--- src/rtl/sad_motion_search.sv ---
// Full-search block motion estimator: streams one reference/window pixel pair per cycle,
// accumulates the SAD of every candidate and keeps the earliest minimum in scan order.
module sad_motion_search #(
    parameter int PIX_W      = 8,
    parameter int BLK        = 16,
    parameter int RANGE      = 8,
    parameter int EARLY_TERM = 0,
    localparam int LB        = $clog2(BLK),
    localparam int SW        = BLK + 2 * RANGE,
    localparam int SAD_W     = PIX_W + 2 * LB,
    localparam int MV_W      = $clog2(RANGE) + 1,
    localparam int SA_W      = $clog2(SW * SW)
) (
    input  logic              clock,
    input  logic              reset_n,
    input  logic              start,
    output logic [2*LB-1:0]   ref_addr,
    output logic [SA_W-1:0]   srch_addr,
    output logic              rd_en,
    input  logic [PIX_W-1:0]  ref_data,
    input  logic [PIX_W-1:0]  srch_data,
    output logic              busy,
    output logic              done,
    output logic [SAD_W-1:0]  best_sad,
    output logic [MV_W-1:0]   best_mvx,
    output logic [MV_W-1:0]   best_mvy
);

    typedef enum logic [1:0] {IDLE = 2'd0, RUN = 2'd1, FLUSH = 2'd2, DONE = 2'd3} state_t;

    localparam int              NC      = (2 * RANGE) * (2 * RANGE);
    localparam logic            ET      = (EARLY_TERM != 0);
    localparam logic [SAD_W-1:0] SAD_MAX = {SAD_W{1'b1}};

    state_t            state_r, state_s;
    logic [LB-1:0]     col_r, row_r, col_s, row_s;
    logic [MV_W-1:0]   cx_r, cy_r, cx_s, cy_s;
    logic              pix_last_s, cand_last_s, issue_end_s, abort_s, final_cmp_s;
    logic [SA_W-1:0]   srch_n_s;
    logic [PIX_W-1:0]  diff_s;

    // Stage 1 tracks the read in flight, stage 2 the pixel already folded into acc_r.
    logic              p1_valid_r, p1_first_r, p1_last_r;
    logic [MV_W-1:0]   p1_cx_r, p1_cy_r;
    logic              p2_valid_r, p2_last_r;
    logic [MV_W-1:0]   p2_cx_r, p2_cy_r;
    logic [SAD_W-1:0]  acc_r;

    // Scan position successor, early-abort decision and next window address.
    always_comb begin
        pix_last_s  = (row_r == LB'(BLK - 1)) && (col_r == LB'(BLK - 1));
        cand_last_s = ({cy_r, cx_r} == (2 * MV_W)'(NC - 1));
        abort_s     = 1'b0;
        if (ET && (state_r == RUN) && p2_valid_r && (p2_cx_r == cx_r) && (p2_cy_r == cy_r)
            && ({cy_r, cx_r} != {(2 * MV_W){1'b0}}) && (acc_r >= best_sad)) begin
            abort_s = 1'b1;
        end else begin
            abort_s = 1'b0;
        end
        issue_end_s = (pix_last_s || abort_s) && cand_last_s;
        final_cmp_s = p2_valid_r && p2_last_r;
        col_s = col_r;
        row_s = row_r;
        cx_s  = cx_r;
        cy_s  = cy_r;
        if (pix_last_s || abort_s) begin
            col_s = {LB{1'b0}};
            row_s = {LB{1'b0}};
            if (cx_r == MV_W'(2 * RANGE - 1)) begin
                cx_s = {MV_W{1'b0}};
                cy_s = cy_r + 1'b1;
            end else begin
                cx_s = cx_r + 1'b1;
            end
        end else if (col_r == LB'(BLK - 1)) begin
            col_s = {LB{1'b0}};
            row_s = row_r + 1'b1;
        end else begin
            col_s = col_r + 1'b1;
        end
        srch_n_s = (SA_W'(row_s) + SA_W'(cy_s)) * SA_W'(SW) + SA_W'(col_s) + SA_W'(cx_s);
        diff_s   = (ref_data >= srch_data) ? (ref_data - srch_data) : (srch_data - ref_data);
    end

    // Next-state decode.
    always_comb begin
        state_s = state_r;
        case (state_r)
            IDLE:    if (start) state_s = RUN; else state_s = IDLE;
            RUN:     if (issue_end_s) state_s = FLUSH; else state_s = RUN;
            FLUSH:   if (final_cmp_s || (!p1_valid_r && !p2_valid_r)) state_s = DONE;
                     else state_s = FLUSH;
            DONE:    state_s = IDLE;
            default: state_s = IDLE;
        endcase
    end

    // State register.
    always_ff @(posedge clock or negedge reset_n) begin
        if (!reset_n) state_r <= IDLE;
        else          state_r <= state_s;
    end

    // Address generation, SAD pipeline, best tracking and status outputs.
    always_ff @(posedge clock or negedge reset_n) begin
        if (!reset_n) begin
            col_r      <= {LB{1'b0}};
            row_r      <= {LB{1'b0}};
            cx_r       <= {MV_W{1'b0}};
            cy_r       <= {MV_W{1'b0}};
            ref_addr   <= {(2 * LB){1'b0}};
            srch_addr  <= {SA_W{1'b0}};
            rd_en      <= 1'b0;
            busy       <= 1'b0;
            done       <= 1'b0;
            best_sad   <= SAD_MAX;
            best_mvx   <= {MV_W{1'b0}};
            best_mvy   <= {MV_W{1'b0}};
            p1_valid_r <= 1'b0;
            p1_first_r <= 1'b0;
            p1_last_r  <= 1'b0;
            p1_cx_r    <= {MV_W{1'b0}};
            p1_cy_r    <= {MV_W{1'b0}};
            p2_valid_r <= 1'b0;
            p2_last_r  <= 1'b0;
            p2_cx_r    <= {MV_W{1'b0}};
            p2_cy_r    <= {MV_W{1'b0}};
            acc_r      <= {SAD_W{1'b0}};
        end else begin
            // An abort drops both the read being captured and the data arriving now.
            p1_valid_r <= rd_en && !abort_s;
            p1_first_r <= (row_r == {LB{1'b0}}) && (col_r == {LB{1'b0}});
            p1_last_r  <= pix_last_s;
            p1_cx_r    <= cx_r;
            p1_cy_r    <= cy_r;
            p2_valid_r <= p1_valid_r && !abort_s;
            p2_last_r  <= p1_last_r;
            p2_cx_r    <= p1_cx_r;
            p2_cy_r    <= p1_cy_r;
            if (p1_valid_r && !abort_s) begin
                acc_r <= p1_first_r ? SAD_W'(diff_s) : (acc_r + SAD_W'(diff_s));
            end
            if (final_cmp_s && (acc_r < best_sad)) begin
                best_sad <= acc_r;
                best_mvx <= p2_cx_r - MV_W'(RANGE);
                best_mvy <= p2_cy_r - MV_W'(RANGE);
            end
            case (state_r)
                IDLE: if (start) begin
                    busy      <= 1'b1;
                    rd_en     <= 1'b1;
                    col_r     <= {LB{1'b0}};
                    row_r     <= {LB{1'b0}};
                    cx_r      <= {MV_W{1'b0}};
                    cy_r      <= {MV_W{1'b0}};
                    ref_addr  <= {(2 * LB){1'b0}};
                    srch_addr <= {SA_W{1'b0}};
                    best_sad  <= SAD_MAX;
                    best_mvx  <= {MV_W{1'b0}};
                    best_mvy  <= {MV_W{1'b0}};
                end
                RUN: if (issue_end_s) begin
                    rd_en <= 1'b0;
                end else begin
                    col_r     <= col_s;
                    row_r     <= row_s;
                    cx_r      <= cx_s;
                    cy_r      <= cy_s;
                    ref_addr  <= {row_s, col_s};
                    srch_addr <= srch_n_s;
                end
                FLUSH: if (state_s == DONE) begin
                    done <= 1'b1;
                    busy <= 1'b0;
                end
                DONE:    done <= 1'b0;
                default: done <= 1'b0;
            endcase
        end
    end

endmodule

--- config.mk ---
export PLATFORM = sky130hd
export DESIGN_NAME = sad_motion_search
export DESIGN_NICKNAME = d
export VERILOG_FILES = /design/src/rtl/sad_motion_search.sv
export SDC_FILE = /design/constraint.sdc
export NUM_CORES = 1
export LEC_CHECK = 0
export ABC_AREA = 0
export BUFFER_PORTS_ARGS = -buffer_cell sky130_fd_sc_hd__buf_2
export CORE_MARGIN = 2
export CORE_UTILIZATION = 45
export DETAILED_ROUTE_END_ITERATION = 10
export PLACE_DENSITY = 0.7
export SYNTH_ARGS = -nofsm -noshare
export SYNTH_HDL_FRONTEND = slang
export SYNTH_SLANG_ARGS = --single-unit
--- constraint.sdc ---
create_clock -name clock -period 2.7 [get_ports clock]
set_clock_uncertainty 0.2 [all_clocks]
set_input_delay 0.135 -clock clock [delete_from_list [all_inputs] [get_ports clock]]
set_output_delay 0.135 -clock clock [all_outputs]
set_load 0.01 [all_outputs]
==> flow_summary.yaml, run 1 <==
finish:
  fillers: 1061
  nets: 830
  final_core_util_pct: 61.4
  antenna_cells: 0
  drive_gt1_share_pct: 35.1
  mostFrequentLayoutCell: "buf_4"
  design_area_mm2: 0.00768
  final_cell_mix: "105 x buf_4, 76 x dfrtp_1, 60 x nand2_1, 60 x buf_2, 47 x ha_1"
  area_growth_pct: 34.0
sta:
  fmax_ghz: 0.312
  slew_headroom_pct: 31.0
  final-hold-violation-count: 0
  finalSetupViolations: 13
  tns_ps: -4680
  post-route-period-util_pct: 119
  period_needed_ps: 3200
  setup_slack_ps: -502
  rsz0062_at_grt: "yes"
  final_max_slew_viol_count: 0
  worst_pin_slew_ps: 1040
clocking:
  cts_buffers: 9
  cts_root_buffer: "clkbuf_16"
  htreeDepth: 3
  cts_tree: "built"
  clk_latency_ps: 350
  clk_path_buf_depth: 2
  clkSlewWorstSetupHoldPaths_ps: 70
  cts_sinks: 92
min_path:
  hold_class: "in2reg"
grt:
  grt_usage_pct: 23.0
  grt_max_degree: 85
  grt_pass1_wl_um: 24600
  grt_pass1_vias: 5190
  overflow: 0
  antenna_found_initial: 0
route:
  route.vias.total: 5286
  drtIter0Drc: 293
  drcViolationCount: 0
  drtPass1Iterations: 5
  wl_per_cell_um: 17.0
  drtAntennaViolNets: 0
  post_drt_via_cell_ratio: 5.68
  wirelength_um: 15800
place:
  port_buffers: 63
  finalWeightedCongestion: 0.905
  post_dp_cell_area_mm2: 0.00688
  dpl.hpwl_um: 11000
floorplan:
  die-height_um: 117
  io_pins: 64
  die_area_mm2: 0.0137
  die_w_um: 117
  core_area_mm2: 0.0125
  rows: 41
  initial_core_util_pct: 45.8
synth:
  synth_edf_count: 0
  netlist_instances: 600
  syn-cell-area_mm2: 0.00573
  async_flop_share_pct: 100
  synthFlopType: "dfrtp_1"
  ys_warn_count: 0
  synth_fp_nets: 677
  synth_seq_cells: 92
  synth-seq-area-share_pct: 40.5
  syn_area_per_cell_um2: 9.55
  synth_cell_type_count: 57
critical_path:
  worst-path-buf-inv: 3
  crit_fanout: 10
  crit_path_end_kind: "register"
  critPathArrivalTime_ps: 3230
  cp_cell_sequence: "buf_12 > inv_12 > ha_4 > inv_2 > fa_2 > nand3_4 > a31oi_4 > a211o_4 > nand2_1 > o21ai_1 > xnor2_1 > ha_1 > a21o_1 > nand3_1 > nand3b_1 > a21oi_4 > o311a_1 > a211o_1"
  start_kind: "input pin"
  criticalPathCategory: "in2reg"
  cp_slowest_stage_delay_ps: 360
  cp_top_family: "compound AO/OA/AOI/OAI gates"
  crit_required_ps: 2730
  crit_slowest_cell: "fa_2"
pwr:
  peakVddDrop_v: 0.000482
  power_density_mw_per_mm2: 673
  power_leakage_uw: 0.00362
status:
  outcome: "finished, violations left"
  violations: "setup timing"
job:
  cap_viol_max_count: 0
-- kinds of logic (layout without fill, tap and decap cells) --
group	count (synthesis)	after routing	share of synthesized area, %
and+or+nand+nor	181	181	16.4
DFF	92	92	40.5
AOI/OAI and AO/OA	160	160	19.3
buffers and inverters	78	236	5.44
muxes	10	10	1.79
xor gates and xnor gates	21	21	3.21
adders and majority gates	58	58	13.3
-- state kept, by name, indices dropped and copies added (netlist names), 8 cells and up --
| register | flops |
|---|---|
| acc_r | 16 |
| best_sad | 16 |
| ref_addr | 8 |
| srch_addr | 10 |
-- synthesized netlist by cell type, types with 9 or more instances --
cell type | number | area share (%)
dfrtp_1 | 76 | 33
nand2_1 | 62 | 4.1
ha_1 | 53 | 12
inv_1 | 49 | 3.2
a21oi_1 | 37 | 3.2
nand4_1 | 35 | 3.8
o21ai_0 | 24 | 2.1
nand3_1 | 23 | 2.0
nor2_1 | 22 | 1.4
clkbuf_1 | 19 | 1.2
a21o_1 | 18 | 2.4
o211ai_1 | 17 | 2.2
dfstp_2 | 16 | 7.3
xnor2_1 | 15 | 2.3
o31ai_1 | 10 | 1.3
a22o_1 | 9 | 1.4
buf_2 | 9 | 0.79
-- layer usage --
metal	global-route usage, %	vias up	part of all wire (%)
li1	-	2487	-
met1	27.0	2615	39
met2	42.7	154	54
met3	4.79	30	4.9
met4	6.04	0	2.1
met5	0	-	0
-- tightest hold or removal path, delay by kind of cell --
| kind | cells | cell delay [ps] |
|---|---|---|
| AOI/OAI and AO/OA | 1 | 80 |
| adders and majority gates | 1 | 140 |
| buffers and inverters | 2 | 160 |
| muxes | 1 | 110 |
-- per-stage QoR --
stage | hold slack (ps) | setup WS (ps) | total power, µW | std cells
global placement | 133 | -839 | 3220 | 890
global route | 147 | -604 | 5400 | 930
CTS | 113 | -396 | 4820 | 923
finish | 115 | -502 | 5170 | 930
detailed placement | 136 | -952 | 3280 | 890
floorplan | -361 | -544 | 2780 | 600
-- power breakdown --
group | internal (µW) | leakage [µW] | switching, µW | total (µW)
registers | 1500 | 0.00100 | 164 | 1670
clock network | 723 | 0.000151 | 547 | 1270
logic | 1110 | 0.00247 | 1130 | 2230
-- worst paths after layout --
check                      depth (start not counted)                  endpoint                     from  slack (ps)
max                                               18     acc_r[13]$_DFFE_PN0P_              ref_data[0]        -500
min                                                5      acc_r[0]$_DFFE_PN0P_             srch_data[0]         110
max reg2reg                                       10  srch_addr[9]$_DFFE_PN0P_  ref_addr[0]$_DFFE_PN0P_         110
min reg2reg                                        0      p2_cy_r[1]$_DFF_PN0_     p1_cy_r[1]$_DFF_PN0_         150
max in group asynchronous                          3     best_sad[5]$_DFF_PN1_                  reset_n        1210
min in group asynchronous                          2   ref_addr[1]$_DFFE_PN0P_                  reset_n         280
-- layout make-up --
cell class	count	area, µm²	area share [%]
clock inverter	7	73.8	0.961
multi-input combinational	430	3470	45.1
clock buffer	9	225	2.93
sequential	92	2320	30.2
inverter	49	196	2.56
tap	172	215	2.80
timing repair buffer	171	1180	15.4
-- timing repair --
item | in CTS | in global routing
gates resized for setup | 31 | 34
pin swaps | 27 | 17
hold buffers | 1 | 0
buffers inserted | 20 | 7
gates cloned | 0 | 0
hold endpoints to repair | 76 | 0
endpoints found under the setup margin | 15 | 21
Note: power is estimated with default switching activity, not from simulation.
==> run 2: changes to the inputs <==
--- a/config.mk
+++ b/config.mk
@@ -11,6 +11,7 @@
 export CORE_UTILIZATION = 45
 export DETAILED_ROUTE_END_ITERATION = 10
 export PLACE_DENSITY = 0.7
+export REMOVE_ABC_BUFFERS = 1
 export SYNTH_ARGS = -nofsm -noshare
 export SYNTH_HDL_FRONTEND = slang
 export SYNTH_SLANG_ARGS = --single-unit
==> flow_summary.yaml, run 2 (same netlist as run 1, synthesis figures left out) <==
status:
  outcome: "finished, violations left"
  violations: "setup timing"
route:
  drtAntennaViolNets: 0
  drtPass1Iterations: 7
  wirelength_um: 15500
  drtIter0Drc: 435
  route.vias.total: 5298
  post_drt_via_cell_ratio: 5.65
  drcViolationCount: 0
  wl_per_cell_um: 16.5
grt:
  grt_max_degree: 51
  grt_usage_pct: 23.0
  overflow: 0
  grt_pass1_vias: 5313
  grt_pass1_wl_um: 25000
  antenna_found_initial: 0
finish:
  finalNonFillerCells: 937
  mostFrequentLayoutCell: "buf_4"
  antenna_cells: 0
  area_growth_pct: 35.0
  nets: 837
  drive_gt1_share_pct: 34.5
  final_cell_mix: "107 x buf_4, 76 x dfrtp_1, 61 x nand2_1, 61 x buf_2, 46 x inv_1"
  reg.largest.list: "acc_r x16, best_sad x16, srch_addr x10"
place:
  finalWeightedCongestion: 0.901
  placed_cells: 897
  dpl.hpwl_um: 10700
  port_buffers: 63
critical_path:
  criticalPathCategory: "in2reg"
  crit_path_end_kind: "register"
  crit_fanout: 8
  rr_startpoint: "best_sad[13]$_DFF_PN1_"
  rrSetupSlack_ps: 70
  r2r_cells: 10
  crit_required_ps: 2720
  critPathArrivalTime_ps: 3180
  crit_start: "ref_data[0]"
  timing.rr.end: "best_sad[12]$_DFF_PN1_"
  start_kind: "input pin"
sta:
  period_needed_ps: 3160
  setup_slack_ps: -459
  final-hold-violation-count: 0
  rsz0062_at_grt: "yes"
  slew_headroom_pct: 60.3
  post-route-period-util_pct: 117
  final_max_slew_viol_count: 0
  whs_ps: 122
  worst_pin_slew_ps: 594
  finalSetupViolations: 14
  fmax_ghz: 0.317
floorplan:
  rows: 41
  die_w_um: 117
  core_area_mm2: 0.0125
  io_pins: 64
  die_area_mm2: 0.0137
  die-height_um: 117
  initial_core_util_pct: 45.8
job:
  cap_viol_max_count: 0
clocking:
  cts_tree: "built"
  clk_latency_ps: 340
  htreeDepth: 3
  clkSlewWorstSetupHoldPaths_ps: 70
  cts_buffers: 9
  cts_sinks: 92
  cts_root_buffer: "clkbuf_16"
  clk_path_buf_depth: 2
min_path:
  hold_class: "in2async"
pwr:
  peakVddDrop_v: 0.000375
  power_density_mw_per_mm2: 681
  power_leakage_uw: 0.00363
[run 2: per-stage QoR]
step	setup TNS [ps]	worst slack (ps)	cell area (µm²)	total power (µW)	util (%)
3_3_place_gp	-11670	-1020	6840	3250	54.7
3_5_place_dp	-13520	-1180	6840	3320	54.7
6_report	-4720	-459	7730	5270	61.8
2_1_floorplan	-9030	-825	5600	2670	-
5_1_grt	-6800	-571	7730	5540	61.8
4_1_cts	-3350	-384	7490	5110	59.8
[run 2: final cells by class]
| cell class | instances | area [µm²] |
|---|---|---|
| clock buffer | 10 | 229 |
| tap | 172 | 215 |
| inverter | 49 | 186 |
| multi-input combinational | 431 | 3440 |
| timing repair buffer | 177 | 1220 |
| clock inverter | 6 | 119 |
| fill | 1043 | 4780 |
| sequential | 92 | 2320 |
[run 2: per-layer routing]
| metal | up-vias | part of all wire (%) | track usage, % |
|---|---|---|---|
| met3 | 32 | 4.7 | 3.96 |
| met5 | - | 0 | 0 |
| met4 | 0 | 2.5 | 7.92 |
| met1 | 2595 | 43 | 29.7 |
| met2 | 170 | 50 | 39.3 |
| li1 | 2501 | - | - |
[run 2: worst max-delay path by stage]
stage                            endpoint  cells past startpoint
floorplan           acc_r[13]$_DFFE_PN0P_                     15
detailed placement  acc_r[12]$_DFFE_PN0P_                     18
finish              acc_r[11]$_DFFE_PN0P_                     19
CTS                 acc_r[12]$_DFFE_PN0P_                     17
global route        acc_r[11]$_DFFE_PN0P_                     19
global placement    acc_r[12]$_DFFE_PN0P_                     18
[run 2: what timing repair did]
action,4_1_cts,5_1_grt
pin swaps,31,24
hold endpoints to repair,44,0
cloned,1,1
hold buffers,2,0
gates resized for setup,40,34
setup buffers,13,9
endpoints found under the setup margin,29,39
[run 2: power breakdown]
group          internal (µW)  switching [µW]  total [µW]
registers               1500             147        1650
clock network            917             556        1470
logic                   1130            1010        2150
[run 2: critical path: stages]
cell	delay [ps]
buf_6	100
inv_4	50
ha_4	120
inv_2	30
fa_2	360
nand3_4	90
a31oi_4	120
a211oi_4	250
buf_4	150
buf_4	120
mux2i_4	250
inv_1	60
ha_1	270
nand3_1	90
a21oi_1	120
nand3b_1	190
a21oi_4	110
o311a_1	290
a211o_1	270
==> run 3: changes to the inputs <==
--- a/config.mk
+++ b/config.mk
@@ -10,7 +10,7 @@
 export CORE_MARGIN = 2
 export CORE_UTILIZATION = 45
 export DETAILED_ROUTE_END_ITERATION = 10
-export PLACE_DENSITY = 0.7
+export PLACE_DENSITY = 0.68
 export REMOVE_ABC_BUFFERS = 1
 export SYNTH_ARGS = -nofsm -noshare
 export SYNTH_HDL_FRONTEND = slang
==> constraint.sdc (replaced) <==
create_clock -name clock -period 3.9 [get_ports clock]
set_clock_uncertainty 0.2 [all_clocks]
set_input_delay 0.195 -clock clock [delete_from_list [all_inputs] [get_ports clock]]
set_output_delay 0.195 -clock clock [all_outputs]
set_load 0.02 [all_outputs]
==> flow_summary.yaml, run 3 (same netlist as run 1, synthesis figures left out) <==
status:
  outcome: "finished clean"
critical_path:
  crit_fanout: 8
  critPathArrivalTime_ps: 3650
  setup.worst_path.end: "acc_r[12]$_DFFE_PN0P_"
  crit_start: "ref_data[0]"
  cp.depth: 18
  start_kind: "input pin"
  crit_path_end_kind: "register"
  r2r_cells: 8
  timing.rr.end: "best_mvy[3]$_DFF_PN0_"
  cp_cell_sequence: "buf_2 > inv_1 > ha_1 > inv_1 > fa_1 > nand3_1 > a31oi_2 > a211oi_4 > mux2i_1 > xnor2_1 > ha_1 > nor2b_1 > o21ai_1 > a21oi_2 > o41ai_2 > buf_4 > or4_1 > o311ai_1"
  cp_slowest_stage_delay_ps: 460
  worst-path-buf-inv: 4
  criticalPathCategory: "in2reg"
  crit_slowest_cell: "or4_1"
  rrSetupSlack_ps: 800
  crit_required_ps: 3930
  rr_startpoint: "best_sad[13]$_DFF_PN1_"
  cp_top_family: "compound AO/OA/AOI/OAI gates"
min_path:
  hold_start: "p1_cx_r[3]$_DFF_PN0_"
  min_path_cells: 0
  hold_class: "reg2reg"
grt:
  grt_usage_pct: 20.3
  grt_pass1_wl_um: 22100
  grt_pass1_vias: 4527
  overflow: 0
  antenna_found_initial: 0
  grt_max_degree: 74
route:
  post_drt_via_cell_ratio: 5.72
  wl_per_cell_um: 16.1
  wirelength_um: 13400
  route.vias.total: 4768
  drcViolationCount: 0
  drtIter0Drc: 305
  drtAntennaViolNets: 0
  drtPass1Iterations: 5
finish:
  antenna_cells: 0
  final_cell_mix: "76 x dfrtp_1, 62 x nand2_1, 62 x buf_2"
  reg.largest.list: "acc_r x16, best_sad x16, srch_addr x10"
  area_growth_pct: 13.9
  drive_gt1_share_pct: 17.8
  nets: 734
  mostFrequentLayoutCell: "dfrtp_1"
  fillers: 1186
floorplan:
  io_pins: 64
  initial_core_util_pct: 45.8
  die_w_um: 117
  die_area_mm2: 0.0137
  core_area_mm2: 0.0125
  die-height_um: 117
  rows: 41
sta:
  rsz0062_at_grt: "no"
  finalSetupViolations: 0
  whs_ps: 148
  post-route-period-util_pct: 92.6
  final-hold-violation-count: 0
  fmax_ghz: 0.277
  final_max_slew_viol_count: 0
  worst_pin_slew_ps: 1070
  slew_headroom_pct: 28.2
  period_needed_ps: 3610
  tns_ps: 0
clocking:
  clk_path_buf_depth: 2
  cts_buffers: 9
  cts_sinks: 92
  post_cts_buffers: 0
  cts_tree: "built"
  cts_root_buffer: "clkbuf_16"
  clkSlewWorstSetupHoldPaths_ps: 70
  clk_latency_ps: 350
  htreeDepth: 3
place:
  dpl.hpwl_um: 9640
  finalWeightedCongestion: 0.894
  port_buffers: 63
pwr:
  peakVddDrop_v: 0.000234
  power_density_mw_per_mm2: 456
  power_leakage_uw: 0.00305
job:
  cap_viol_max_count: 0
## run 3: cell types whose count changed in the layout (fill, tap and decap cells not counted), sizes merged
cell         before  now
a211o             6    5
clkinvlp          0    2
buf             174   74
inv              51   52
bufinv            3    0
dlygate4sd3       2    1
clkbuf           11   10
## run 3: power by group
group	total (µW)	switching (µW)	internal (µW)
Clock	849	390	460
Sequential	1170	125	1040
Combinational	963	512	451
Total	2980	1030	1950
## run 3: final cells by class
type                            instances  area [µm²]  area share [%]
Clock buffer                           10         239            3.66
Clock inverter                          6        52.6           0.805
Inverter                               49         184            2.82
Multi-Input combinational cell        430        3100            47.5
Sequential cell                        92        2320            35.6
Tap cell                              172         215            3.30
Timing Repair Buffer                   75         410            6.29
## run 3: worst reg2reg max path, cell delays in order (launching register included)
cell,delay [ps]
dfstp_2,530
inv_1,50
ha_1,310
a21o_1,190
a21o_1,190
a211oi_1,340
o21a_1,770
a31oi_1,180
a211oi_1,260
## run 3: worst min-delay path by stage
stage / to / slack (ps)
detailed placement: p2_cx_r[3]$_DFF_PN0_ / 140
CTS: p2_cx_r[3]$_DFF_PN0_ / 150
floorplan: acc_r[0]$_DFFE_PN0P_ / -300
finish: p2_cx_r[3]$_DFF_PN0_ / 150
global placement: p2_cx_r[0]$_DFF_PN0_ / 130
global route: p2_cy_r[3]$_DFF_PN0_ / 160
## run 3: metal layers
| metal | share of wire, % | up-vias | track usage (%) |
|---|---|---|---|
| li1 | - | 2298 | - |
| met3 | 5.3 | 24 | 4.12 |
| met5 | 0 | - | 0 |
| met2 | 48 | 138 | 33.6 |
| met4 | 1.7 | 0 | 5.41 |
| met1 | 45 | 2308 | 27.5 |
## run 3: through the flow
| step | utilization (%) | worst slack, ps | instance area (µm²) | cells | power (µW) |
|---|---|---|---|---|---|
| 3_3_place_gp | 49.7 | 71.8 | 6220 | 817 | 2070 |
| 2_1_floorplan | - | 315 | 5600 | 571 | 1850 |
| 6_report | 52.1 | 288 | 6530 | 834 | 2980 |
| 4_1_cts | 52.1 | 239 | 6520 | 834 | 2970 |
| 5_1_grt | 52.1 | 60.7 | 6530 | 834 | 3150 |
| 3_5_place_dp | 49.7 | -106 | 6220 | 817 | 2100 |
## run 3: what timing repair did
item	CTS	global route
hold buffers	1	0
resized for setup	0	2
endpoints found under the setup margin	0	6
endpoints found under the hold margin	56	0
